===== src/rtl/rr_arb_pkg.sv =====
// Shared types and constants for the 8-way round-robin arbiter.
// Holds the requester count, index width and the arbiter state encoding.
package rr_arb_pkg;

    localparam int N_REQ  = 8;
    localparam int IDX_W  = 3;
    localparam int HOLD_W = 4;

    typedef enum logic {
        IDLE = 1'b0,
        BUSY = 1'b1
    } arb_state_t;

    // Expand a binary requester index into its one-hot grant vector.
    function automatic logic [N_REQ-1:0] idx_to_onehot(input logic [IDX_W-1:0] idx);
        logic [N_REQ-1:0] vec;
        vec      = '0;
        vec[idx] = 1'b1;
        return vec;
    endfunction

endpackage


===== src/rtl/rr_priority_encoder_8.sv =====
// Rotating-priority 8-to-3 encoder: returns the first unmasked request at or after Ptr.
// Purely combinational; the caller registers the result.
module rr_priority_encoder_8
    import rr_arb_pkg::*;
(
    input  logic [N_REQ-1:0] Req,
    input  logic [IDX_W-1:0] Ptr,
    input  logic [N_REQ-1:0] Mask,
    output logic [IDX_W-1:0] Idx,
    output logic             Found
);

    logic [N_REQ-1:0] candidates;

    assign candidates = Req & ~Mask;

    // Walk the candidates from Ptr upwards, wrapping at 7; the first hit wins.
    always_comb begin
        logic [IDX_W-1:0] pos;
        Idx   = '0;
        Found = 1'b0;
        pos   = '0;
        for (int k = 0; k < N_REQ; k++) begin
            pos = Ptr + IDX_W'(k);
            if (!Found && candidates[pos]) begin
                Found = 1'b1;
                Idx   = pos;
            end
        end
    end

endmodule


===== src/rtl/rr_arbiter_8.sv =====
// Round-robin arbiter for 8 requesters with bounded grant locking.
// Registered one-hot grant plus encoded index; priority rotates past each served owner.
module rr_arbiter_8
    import rr_arb_pkg::*;
#(
    parameter int MAX_HOLD = 4
) (
    input  logic             Clk,
    input  logic             Rst_n,
    input  logic             Enable,
    input  logic [N_REQ-1:0] Req,
    output logic [N_REQ-1:0] Gnt,
    output logic [IDX_W-1:0] Gnt_Idx,
    output logic             Valid
);

    localparam logic [HOLD_W-1:0] HOLD_LIMIT = HOLD_W'(MAX_HOLD);

    arb_state_t        state;
    arb_state_t        state_nx;
    logic [IDX_W-1:0]  ptr;
    logic [IDX_W-1:0]  ptr_nx;
    logic [HOLD_W-1:0] hold_cnt;
    logic [HOLD_W-1:0] hold_nx;
    logic [N_REQ-1:0]  gnt_nx;
    logic [IDX_W-1:0]  idx_nx;
    logic              valid_nx;

    logic [IDX_W-1:0]  search_ptr;
    logic [N_REQ-1:0]  search_mask;
    logic [IDX_W-1:0]  winner;
    logic              winner_found;
    logic              owner_req;
    logic              others_req;
    logic [IDX_W-1:0]  next_after_owner;

    // While busy, the search starts just past the owner and skips it, so a
    // preempt or release always moves on to somebody else.
    assign next_after_owner = Gnt_Idx + IDX_W'(1);
    assign search_ptr       = (state == BUSY) ? next_after_owner : ptr;
    assign search_mask      = (state == BUSY) ? Gnt : '0;
    assign owner_req        = |(Req & Gnt);
    assign others_req       = |(Req & ~Gnt);

    rr_priority_encoder_8 u_encoder (
        .Req   (Req),
        .Ptr   (search_ptr),
        .Mask  (search_mask),
        .Idx   (winner),
        .Found (winner_found)
    );

    always_comb begin
        state_nx = state;
        ptr_nx   = ptr;
        hold_nx  = hold_cnt;
        gnt_nx   = Gnt;
        idx_nx   = Gnt_Idx;
        valid_nx = Valid;

        case (state)
            IDLE: begin
                if (Enable && winner_found) begin
                    state_nx = BUSY;
                    gnt_nx   = idx_to_onehot(winner);
                    idx_nx   = winner;
                    valid_nx = 1'b1;
                    hold_nx  = HOLD_W'(1);
                end else begin
                    gnt_nx   = '0;
                    idx_nx   = '0;
                    valid_nx = 1'b0;
                    hold_nx  = '0;
                end
            end

            BUSY: begin
                if (!Enable) begin
                    // Disabling counts as having served the current owner.
                    state_nx = IDLE;
                    ptr_nx   = next_after_owner;
                    gnt_nx   = '0;
                    idx_nx   = '0;
                    valid_nx = 1'b0;
                    hold_nx  = '0;
                end else if (!owner_req || (others_req && hold_cnt >= HOLD_LIMIT)) begin
                    ptr_nx = next_after_owner;
                    if (winner_found) begin
                        gnt_nx   = idx_to_onehot(winner);
                        idx_nx   = winner;
                        valid_nx = 1'b1;
                        hold_nx  = HOLD_W'(1);
                    end else begin
                        state_nx = IDLE;
                        gnt_nx   = '0;
                        idx_nx   = '0;
                        valid_nx = 1'b0;
                        hold_nx  = '0;
                    end
                end else if (hold_cnt < HOLD_LIMIT) begin
                    hold_nx = hold_cnt + HOLD_W'(1);
                end
            end

            default: begin
                state_nx = IDLE;
                gnt_nx   = '0;
                idx_nx   = '0;
                valid_nx = 1'b0;
                hold_nx  = '0;
            end
        endcase
    end

    always_ff @(posedge Clk or negedge Rst_n) begin
        if (!Rst_n) begin
            state    <= IDLE;
            ptr      <= '0;
            hold_cnt <= '0;
            Gnt      <= '0;
            Gnt_Idx  <= '0;
            Valid    <= 1'b0;
        end else begin
            state    <= state_nx;
            ptr      <= ptr_nx;
            hold_cnt <= hold_nx;
            Gnt      <= gnt_nx;
            Gnt_Idx  <= idx_nx;
            Valid    <= valid_nx;
        end
    end

endmodule

===== config.mk =====
export PLATFORM = sky130hd
export DESIGN_NAME = rr_arbiter_8
export DESIGN_NICKNAME = d
export VERILOG_FILES = /design/src/rtl/rr_arb_pkg.sv /design/src/rtl/rr_priority_encoder_8.sv /design/src/rtl/rr_arbiter_8.sv
export SDC_FILE = /design/constraint.sdc
export NUM_CORES = 1
export LEC_CHECK = 0
export ABC_AREA = 1
export CORE_UTILIZATION = 45
export CTS_CLUSTER_DIAMETER = 100
export CTS_CLUSTER_SIZE = 24
export DETAILED_ROUTE_END_ITERATION = 10
export DONT_BUFFER_PORTS = 1
export GPL_TIMING_DRIVEN = 1
export SYNTH_ARGS = -nofsm -noshare
export SYNTH_HDL_FRONTEND = slang
export SYNTH_HIERARCHICAL = 1
export SYNTH_SLANG_ARGS = --single-unit
export TNS_END_PERCENT = 10

===== constraint.sdc =====
create_clock -name Clk -period 3.35 [get_ports Clk]
set_input_delay 0.1675 -clock Clk [delete_from_list [all_inputs] [get_ports Clk]]
set_output_delay 0.1675 -clock Clk [all_outputs]
set_load 0.02 [all_outputs]

==> impl_metrics.csv <==
group,metric,value,unit
outcome,status,"finished clean",
placed_design,place_ws,150.6,ps
logic_synthesis,avgSynthCellArea,6.771,um2
global_route,grt_pass1_wl,8438,um
setup_path,required,3490,ps
setup_path,endpoint_kind,"flop",
setup_path,worstSetupPathType,"flop to flop",
layout,layout_common_cells,"nand2_1 (83), nand3_1 (43), inv_1 (41)",
routing,wl,5013,um
clock_tree,clk_latency,250,ps
logic_synthesis,synth_ff_type,"dfrtp_1",
timing,fin_crit,3085,ps
timing,maxSlewHeadroom,0.4199,
routing,via_count,1890,
die,placementRows,24,
routing,drtAntennaViolNets,0,
timing,worstMarginPinSlew,867.2,ps
timing,finalSetupViolCount,0,
logic_synthesis,ys_ff_latch,20,
global_route,grt_max_degree,21,
logic_synthesis,ys_seq_area_frac,0.2472,
layout,syn_to_final_growth,7.725,%
global_route,grt_pass1_vias,1809,
layout,drive_above_1_share,0.2013,
global_route,grt_use_met2,0.3700,
global_route,gr-usage-met1,0.2796,
worst_hold_path,hp-start,"Enable",
clock_tree,root_buffer,"clkbuf_8",
die,ios,23,
routing,vias_per_cell,5.250,
clock_tree,cts_made_buffers,3,
routing,wl_per_cell,13.93,um
global_route,grt.met3_usage,0.02778,
clock_tree,cts.clk_slew.worst_paths,70,ps
clock_tree,clock_path_buffers,2,
clock_tree,cts_tree,"built",
logic_synthesis,synth_area,0.002024,mm2
job,cap_viol_max_count,0,
logic_synthesis,syn_nets,314,
timing,fin_skew,1.106,ps
placed_design,dp_hpwl,4090,um
timing,finalHoldViolCount,0,
logic_synthesis,synth_cell_types,33,
layout,nets,324,
die,die_w,69.07,um
routing,drc,0,
setup_path,rr_startpoint,"Gnt_Idx[0]",
timing,timing.final.ws_setup,265.1,ps
die,start_util,0.4682,
timing,slew_violations,0,
global_route,top_usage_layer,"met2",
layout,layout_commonest_cell,"nand2_1",
worst_hold_path,hp-class,"input pin to flop",
setup_path,cp-start-kind,"flop",
clock_tree,htreeDepth,1,
layout,diodes,0,
timing,max_freq,0.3242,GHz
global_route,grt_antenna_before_repair,0,
timing,holdWs,127.7,ps
die,die_area,0.004771,mm2
routing,firstDrtPassIters,4,
setup_path,cp-startpoint,"Gnt_Idx[0]",
routing,drtIter0Drc,89,
global_route,grt_usage,0.2210,
logic_synthesis,ys.warnings.count,6,
setup_path,worst-path-max-fanout,10,
timing,period_share,0.9209,
clock_tree,clock-sinks,20,
logic_synthesis,synth_enable_flop_cells,0,
die,core,0.004324,mm2
placed_design,place.gp.congestion,0.9625,
die,die_h,69.07,um
global_route,grt_overflow,0,
placed_design,io_buffers,0,
setup_path,crit_arrival,3220,ps
logic_synthesis,netlist_instances,299,
logic_synthesis,synthArstFlopShare,1.000,
==> worst paths after layout <==
check	endpoint	slack (ps)	cells past startpoint
worst max-delay path	Gnt_Idx[2]	270	17
worst min-delay path	state	130	2
worst max register to register	Gnt_Idx[2]	270	17
worst min register to register	ptr[2]	480	2
max in group asynchronous	Gnt[1]	2350	1
min in group asynchronous	hold_cnt[3]	470	1
==> sequential cells by signal, indices dropped and copies added, names as in the netlist <==
register  flops
Gnt           8
Valid         1
state         1
hold_cnt      4
Gnt_Idx       3
ptr           3
==> critical path, stage by stage, from the launching register on <==
cell and delay (ps):
dfrtp_1 380, buf_4 170, o21ai_0 170, buf_4 220, inv_4 40, ha_1 300
buf_4 150, nand3_1 110, nand2_2 90, nor2_2 60, nor2_4 210, nand4_4 130
nor2_4 200, nand3_1 130, nand2_1 160, clkinvlp_4 180, nand2_1 170, o21ai_0 90
==> per-layer routing <==
layer / share of wire / wire, um
met1: 0.45 / 2241
met2: 0.49 / 2433
met3: 0.037 / 184
met4: 0.031 / 154
met5: 0 / 0
==> through the flow <==
step | instance area, um2 | TNS (ps) | std cells | utilization
after floorplan | 2024 | 0 | 299 | -
after global placement | 2092 | 0 | 354 | 0.4838
after detailed placement | 2092 | 0 | 354 | 0.4838
after CTS | 2157 | 0 | 359 | 0.4988
after global routing | 2181 | -9.518 | 360 | 0.5043
final | 2181 | 0 | 360 | 0.5043
==> cell type report <==
| type | count | area [um2] |
|---|---|---|
| well taps | 52 | 65.06 |
| inverters | 52 | 203.9 |
| flip-flops and latches | 20 | 500.5 |
| repair buffers | 11 | 85.08 |
| clock buffers | 4 | 55.05 |
| multi-input cells | 221 | 1271 |
| fillers | 444 | 2143 |
==> logic make-up after synthesis <==
group           after synthesis  synth area share
fa+ha+maj                     4           0.02472
buf+inv                      58            0.1310
compound gates               23           0.06304
flops                        20            0.2472
simple gates                190            0.5093
xor+xnor                      4           0.02472
==> cell usage after synthesis, types with 2 or more instances <==
| library cell | count | area [um2] |
|---|---|---|
| a21oi_1 | 4 | 20.02 |
| buf_4 | 2 | 15.01 |
| clkinv_1 | 2 | 7.510 |
| dfrtp_1 | 20 | 500.5 |
| ha_1 | 4 | 50.05 |
| inv_1 | 44 | 165.2 |
| inv_2 | 4 | 15.01 |
| inv_4 | 2 | 12.51 |
| nand2_1 | 84 | 315.3 |
| nand2_2 | 6 | 37.54 |
| nand3_1 | 45 | 225.2 |
| nand3_2 | 14 | 140.1 |
| nand3_4 | 5 | 87.58 |
| nand3b_1 | 2 | 15.01 |
| nand4_1 | 8 | 50.05 |
| nor2_1 | 16 | 60.06 |
| nor2_4 | 4 | 45.04 |
| nor3_1 | 2 | 10.01 |
| o21ai_0 | 12 | 60.06 |
| o21ai_1 | 2 | 10.01 |
| o22ai_1 | 4 | 25.02 |
| xor2_2 | 2 | 32.53 |
==> what timing repair did <==
| item | 4_1_cts | 5_1_grt |
|---|---|---|
| hold endpoints to repair | 20 | 0 |
| resized for setup | 0 | 8 |
| hold buffers | 1 | 0 |
| setup buffers | 0 | 1 |
| setup endpoints to repair | 0 | 12 |
Power is left out: the tool's default activity adds up to more than one toggle a clock period on the data nets, which glitch-free logic cannot reach.
